$ cat src/rtl/fifo_pkg.sv
// fifo_pkg: shared FIFO word/beat widths and lane-count types for the read-side packer
package fifo_pkg;
  localparam int FIFO_WIDTH = 16;
  localparam int PACK = 2;
  localparam int CNT_W = $clog2(PACK + 1);
  typedef logic [FIFO_WIDTH-1:0] word_t;
  typedef logic [FIFO_WIDTH*PACK-1:0] beat_t;
  typedef logic [CNT_W-1:0] cnt_t;
endpackage

$ cat src/rtl/pack_out_reg.sv
// pack_out_reg: valid/ready holding register for packed output beats
module pack_out_reg
  import fifo_pkg::*;
#(
  parameter int W = $bits(beat_t),
  parameter int CW = $bits(cnt_t)
) (
  input  logic          clk,
  input  logic          rst,
  input  logic          load,
  input  logic [W-1:0]  data,
  input  logic [CW-1:0] count,
  input  logic          out_ready,
  output logic          out_valid,
  output logic [W-1:0]  out_data,
  output logic [CW-1:0] out_count,
  output logic          free
);
  assign free = !out_valid || out_ready;
  // load a new beat when offered, otherwise drop valid once the consumer takes it
  always_ff @(posedge clk) begin
    if (rst) begin
      out_valid <= 1'b0;
      out_data  <= '0;
      out_count <= '0;
    end else if (load) begin
      out_valid <= 1'b1;
      out_data  <= data;
      out_count <= count;
    end else if (out_ready) begin
      out_valid <= 1'b0;
    end
  end
endmodule

$ cat src/rtl/fifo_rd_packer.sv
// fifo_rd_packer: drains a FIFO and packs PACK words per valid/ready output beat, with flush
module fifo_rd_packer
  import fifo_pkg::*;
#(
  parameter int FIFO_WIDTH = fifo_pkg::FIFO_WIDTH,
  parameter int PACK = fifo_pkg::PACK
) (
  input  logic                         clk,
  input  logic                         rst,
  input  logic                         fifo_empty,
  input  logic [FIFO_WIDTH-1:0]        fifo_data_out,
  output logic                         fifo_rd_en,
  input  logic                         flush,
  output logic [FIFO_WIDTH*PACK-1:0]   out_data,
  output logic [$clog2(PACK+1)-1:0]    out_count,
  output logic                         out_valid,
  input  logic                         out_ready,
  output logic                         busy
);
  localparam int CW = $clog2(PACK + 1);
  logic [FIFO_WIDTH-1:0] acc [PACK];
  logic [CW-1:0] acc_cnt, eff_cnt;
  logic inflight, flush_pend, free, full, part, xfer, pend_clr;
  logic [FIFO_WIDTH*PACK-1:0] acc_beat;
  // transfer decision and read request; a read is issued only if its word is sure to fit
  always_comb begin
    full = acc_cnt == CW'(PACK);
    part = flush_pend && !inflight && acc_cnt != '0;
    xfer = (full || part) && free;
    eff_cnt = xfer ? '0 : acc_cnt;
    pend_clr = (xfer && !full) || (acc_cnt == '0 && !inflight);
    fifo_rd_en = !rst && !fifo_empty && !flush_pend && (int'(eff_cnt) + int'(inflight) < PACK);
  end
  // present only the filled lanes; unused lanes read as zero
  always_comb begin
    acc_beat = '0;
    for (int i = 0; i < PACK; i++)
      if (CW'(i) < acc_cnt) acc_beat[i*FIFO_WIDTH +: FIFO_WIDTH] = acc[i];
  end
  // lane count, in-flight tracking and pending flush
  always_ff @(posedge clk) begin
    if (rst) begin
      acc_cnt    <= '0;
      inflight   <= 1'b0;
      flush_pend <= 1'b0;
    end else begin
      acc_cnt    <= eff_cnt + CW'(inflight);
      inflight   <= fifo_rd_en;
      flush_pend <= flush_pend ? !pend_clr : flush;
    end
  end
  // returning word lands in the next free lane, or lane 0 when the lanes are moving out
  always_ff @(posedge clk) begin
    for (int i = 0; i < PACK; i++)
      if (inflight && eff_cnt == CW'(i)) acc[i] <= fifo_data_out;
  end
  pack_out_reg #(.W(FIFO_WIDTH*PACK), .CW(CW)) u_out (
    .clk       (clk),
    .rst       (rst),
    .load      (xfer),
    .data      (acc_beat),
    .count     (acc_cnt),
    .out_ready (out_ready),
    .out_valid (out_valid),
    .out_data  (out_data),
    .out_count (out_count),
    .free      (free)
  );
  assign busy = acc_cnt != '0 || inflight || out_valid;
endmodule

$ cat config.mk
export PLATFORM = sky130hd
export DESIGN_NAME = fifo_rd_packer
export DESIGN_NICKNAME = d
export VERILOG_FILES = /design/src/rtl/fifo_pkg.sv /design/src/rtl/pack_out_reg.sv /design/src/rtl/fifo_rd_packer.sv
export SDC_FILE = /design/constraint.sdc
export NUM_CORES = 1
export LEC_CHECK = 0
export BUFFER_PORTS_ARGS = -buffer_cell sky130_fd_sc_hd__buf_2
export CAP_MARGIN = 20
export CELL_PAD_IN_SITES_DETAIL_PLACEMENT = 2
export CELL_PAD_IN_SITES_GLOBAL_PLACEMENT = 2
export CORE_ASPECT_RATIO = 1.2
export CORE_MARGIN = 1
export CORE_UTILIZATION = 41
export CTS_BUF_LIST = sky130_fd_sc_hd__clkbuf_4 sky130_fd_sc_hd__clkbuf_8
export CTS_CLUSTER_SIZE = 12
export DETAILED_ROUTE_END_ITERATION = 16
export GPL_TIMING_DRIVEN = 1
export PLACE_DENSITY = 0.95
export SYNTH_ARGS = -nofsm -noshare
export SYNTH_HDL_FRONTEND = slang
export SYNTH_SLANG_ARGS = --single-unit
$ cat constraint.sdc
create_clock -name clk -period 4.1 [get_ports clk]
set_input_delay 1.23 -clock clk [delete_from_list [all_inputs] [get_ports clk]]
set_output_delay 1.23 -clock clk [all_outputs]
set_load 0.02 [all_outputs]
== After elaboration in Yosys (flattened, before gate mapping) ==
Memory sizes are Yosys's and may differ from the RTL's. A register that Yosys moved wholly into a read port is not among the register bits.
Index checks and enable logic that the tools add are counted.

* Bits in registers: 39
* Latch bits: 0
* Bits in writable memories: 32
* Bits in read-only memories: 0
* Input bits: 21
* Logic and storage cells: 54
* Memories kept: 1

{| class="wikitable"
|+ Memories
! name !! words !! width !! rd ports !! clocked after Yosys merged registers in !! write ports !! line !! RTL
|-
| acc || 2 || 16 || 2 || 1 || 1 || fifo_rd_packer.sv:21 || <nowiki>logic [FIFO_WIDTH-1:0] acc [PACK];</nowiki>
|}

* $add $sub $neg: 2
* Multiply operators: 0
* Div/mod/pow operators: 0
* $lt $le $gt $ge: 3
* Equal/unequal tests: 2
* Shift operators: 0
* Muxes and demuxes: 13
* Bitwise gates (word level): 0
* Reduce and logical (&&, ||, !) cells: 27

{| class="wikitable"
|+ Operator list
! kind !! number
|-
| two-way mux 16 bit || 3
|-
| OR reduction 16 bit || 1
|-
| logical AND 1 bit || 10
|-
| two-way mux 1 bit || 9
|-
| logical NOT 1 bit || 7
|-
| logical OR 1 bit || 5
|-
| logical NOT 2 bit || 2
|-
| less-than comparator 1 x 2 -> 1 bit, first input constant || 2
|-
| nonzero test 2 bit || 2
|-
| adder 2 x 1 -> 3 bit || 1
|-
| less-than comparator 3 x 2 -> 1 bit, second input constant || 1
|-
| adder 2 x 1 -> 2 bit || 1
|-
| == test 2 x 1 -> 1 bit, second input constant || 1
|-
| == test 2 bit, second input constant || 1
|-
| two-way mux 2 bit || 1
|}

== Longest topological paths before layout ==
* Depth after elaboration: 12
* Mapped depth: 7
* Depth with buffers taken out: 5

== By module ==
A second synthesis with hierarchy kept.

* Cells, all modules: 208
* Area, all modules: 2670.1 µm²

{| class="wikitable"
|+ By module, submodules not included
! module !! instances !! cells an instance !! area each (µm²)
|-
| fifo_rd_packer || 1 || 94 || 1397.6
|-
| pack_out_reg || 1 || 114 || 1272.5
|}

== Worst setup path after synthesis ==
OpenSTA, ideal clock, no wires.

* Path type: input to output
* Start point: input out_ready
* End point: output fifo_rd_en
* Arrival time: 2708 ps
* Path slack: 162 ps
* Cell stages on the path: 6
* Buffers on the path: 1
* Cells stage by stage: and2b_2 a21oi_2 buf_6 nand2b_1 ha_1 nor4b_1

* Cells in the longest elaborated chain, start to end: 6

{| class="wikitable"
|+ RTL lines
! element !! line !! RTL
|-
| from (decl) || fifo_rd_packer.sv:17 || <nowiki>input logic out_ready,</nowiki>
|-
| logical OR 1 bit || pack_out_reg.sv:19 || <nowiki>assign free = !out_valid || out_ready;</nowiki>
|-
| logical AND 1 bit || fifo_rd_packer.sv:29 || <nowiki>xfer = (full || part) && free;</nowiki>
|-
| two-way mux 2 bit || fifo_rd_packer.sv:30 || <nowiki>eff_cnt = xfer ? '0 : acc_cnt;</nowiki>
|-
| adder 2 x 1 -> 3 bit || fifo_rd_packer.sv:32 || <nowiki>fifo_rd_en = !rst && !fifo_empty && !flush_pend && (int'(eff_cnt) + int'(inflight) < PACK);</nowiki>
|-
| less-than comparator 3 x 2 -> 1 bit || fifo_rd_packer.sv:32 ||
|-
| logical AND 1 bit || fifo_rd_packer.sv:32 ||
|-
| to (decl) || fifo_rd_packer.sv:12 || <nowiki>output logic fifo_rd_en,</nowiki>
|}

No other way between the ends.

== Worst setup path in the final report ==
Ends and elaborated chain as after synthesis.

==> impl_metrics.tcl <==
set metrics [dict create \
    status "completed" \
    min_period_over_period 0.894 \
    synthesis.nets 229 \
    clock.fmax_mhz 273 \
    p_comb_frac 0.058 \
    initial_utilization 0.428 \
    antenna_found_initial 0 \
    antenna_left 0 \
    dieArea_um2 7110 \
    cts_tree "built" \
    hold_class "reg2reg" \
    power.clock.fraction 0.483 \
    syn_area_um2 2780 \
    ctsHoldBuffers 0 \
    drive_gt1_frac 0.307 \
    h-tree-depth 3 \
    io_buffers 57 \
    drc 0 \
    post_cts_resized 0 \
    grt_overflow 0 \
    gp_congestion 0.662 \
    core_region_area_um2 6490 \
    grt_max_degree 70 \
    ys_ff_latch 71 \
    leakage_nw 1.30 \
    die_w_um 77.2 \
    dr_total_vias 1755 \
    rsz0062_at_grt "no" \
    rows 32 \
    power.internal_w 0.00135 \
    root_buffer "clkbuf_8" \
    grt_pass1_wl_um 10100 \
    tightest_slew_ns 1.09 \
    cts_buffer_depth 2 \
    finalSetupViolCount 0 \
    grt_usage 0.197 \
    wire_per_inst_um 17.8 \
    path_max_fanout 4 \
    post-cts-setup-buffer-count 0 \
    synth_area_per_cell_um2 13.4 \
    n_antenna_cell 0 \
    clock-sinks 71 \
    die_y_um 92.2 \
    wl_um 6310 \
    nFillCells 661 \
    hpwl_um 3860 \
    hold_viol_final 0 \
    critical_path_arrival_ns 2.44 \
    max-cap-violations 0 \
    skew_ns 0.00863 \
    ys.flop_type "dfxtp_1" \
    slew_headroom 0.272 \
    io_pins 58 \
    final-max-slew-violation-count 0 \
    cp-start-kind "input port" \
    yosysUniqueCellTypes 27 \
    area_growth_pct 22.1 \
    grt_pass1_vias 1933 \
    power_density_nw_per_um2 496 \
    clk_latency_ns 0.35 \
    routed_via_density 4.94 \
    drt-pass1-iter-count 4 \
    pwr-share-seq 0.459 \
    netlist_instances 207 \
    worstSetupPathType "in2out" \
    synth.cells.most_frequent "53 x nand2b_1, 39 x dfxtp_1, 32 x edfxtp_1, 32 x mux2i_1, 12 x nand3b_1" \
    dp_slack_ns 0.424 \
    irDropWorstVdd_mv 0.246 \
    synth_area_leader_cell "edfxtp_1" \
    synth_edf_count 32 \
    period_needed_ns 3.67 \
    final_core_util 0.523 \
    numCtsBuffers 9 \
    required_ns 2.87 \
    switching_share 0.200 \
    yosys-top-cells-area "edfxtp_1 35%, dfxtp_1 28%, nand2b_1 12%" \
    drt_iter0_drc 117 \
    cts.clk_slew.worst_paths_ns 0.07 \
    async_flop_share 0 \
    yosysWarnings 0 \
    seq_area_frac_synth 0.627 \
    yosysTopAreaCellShare 0.346 \
    power.switching_w 0.000336 \
    synth.most_common_cell "nand2b_1" \
    tns_ns 0 \
    postLayoutSetupSlackWorst_ns 0.434 \
    crit_path_end_kind "output pin" \
    nets 287 \
]
layout make-up:
cell class	count	area (µm²)	share of cell area
Clock buffer	10	138	0.0406
Clock inverter	6	155	0.0457
Multi-Input combinational cell	123	945	0.278
Sequential cell	71	1740	0.513
Tap cell	85	106	0.0313
Timing Repair Buffer	60	308	0.0907
cells by family (layout without fill, tap and decap cells):
group,after synthesis,in the layout,synth area share
and+or+nand+nor,83,83,0.194
adders and majority gates,1,1,0.00450
DFF,71,71,0.627
buffers and inverters,13,76,0.0383
AOI/OAI and AO/OA,6,6,0.0158
muxes,33,33,0.121
cells in the final DEF (no fill, tap or decap), drive strengths merged:
| master | count |
|---|---|
| and2b | 1 |
| buf | 60 |
| a21oi | 2 |
| clkbuf | 10 |
| dfxtp | 39 |
| nor4b | 2 |
| nand2b | 54 |
| clkinv | 1 |
| o32ai | 1 |
| nand3b | 13 |
| bufinv | 5 |
| edfxtp | 32 |
| a31oi | 1 |
| nor2 | 3 |
| nand2 | 5 |
| or3b | 1 |
| a2111oi | 1 |
| mux2i | 32 |
| o22ai | 1 |
| nor3 | 1 |
| nor2b | 3 |
| ha | 1 |
| mux2 | 1 |
sequential cells by signal, summed over array words and instances (netlist names):
name,cells
acc,32
inflight,1
flush_pend,1
acc_cnt,2
u_out.out_count,2
u_out.out_valid,1
u_out.out_data,32
power groups by stage:
stage	sequential [W]	combinational, W	clock [W]
2_1_floorplan	0.000793	0.0000619	0
3_3_place_gp	0.000786	0.0000954	0
3_5_place_dp	0.000788	0.0000989	0
4_1_cts	0.000773	0.0000999	0.000828
5_1_grt	0.000775	0.000106	0.000855
6_report	0.000772	0.0000979	0.000812
path summary, 6_finish.rpt:
check | from | endpoint | slack, ns | cells after the start
hold / removal | u_out.out_data[1] | u_out.out_data[1] | 0.47 | 2
setup / recovery | out_ready | fifo_rd_en | 0.43 | 7
setup reg to reg | acc_cnt[0] | acc[0][2] | 2.29 | 2
hold reg to reg | u_out.out_data[1] | u_out.out_data[1] | 0.47 | 2
routing by layer:
metal | track usage | vias up | routed length (µm)
met5 | 0 | - | 0
met4 | 0.0991 | 0 | 129
met3 | 0.0488 | 10 | 194
met2 | 0.362 | 44 | 3440
met1 | 0.205 | 872 | 2540
li1 | - | 829 | -
critical path: stages:
cell and delay (ns):
buf_2 0.08, and2b_2 0.25, a21oi_4 0.12, nand2b_1 0.13, ha_1 0.17, nor4b_1 0.24
buf_2 0.22
stage by stage:
step	area, µm²	hold WS (ns)	instances	power [W]
after floorplan	2780	0.482	207	0.000855
after global placement	3100	0.457	339	0.000882
after detailed placement	3100	0.463	339	0.000887
after CTS	3390	0.479	355	0.00170
after global routing	3390	0.492	355	0.00174
final	3390	0.474	355	0.00168
No activity file was read; power rests on OpenSTA's default activity.
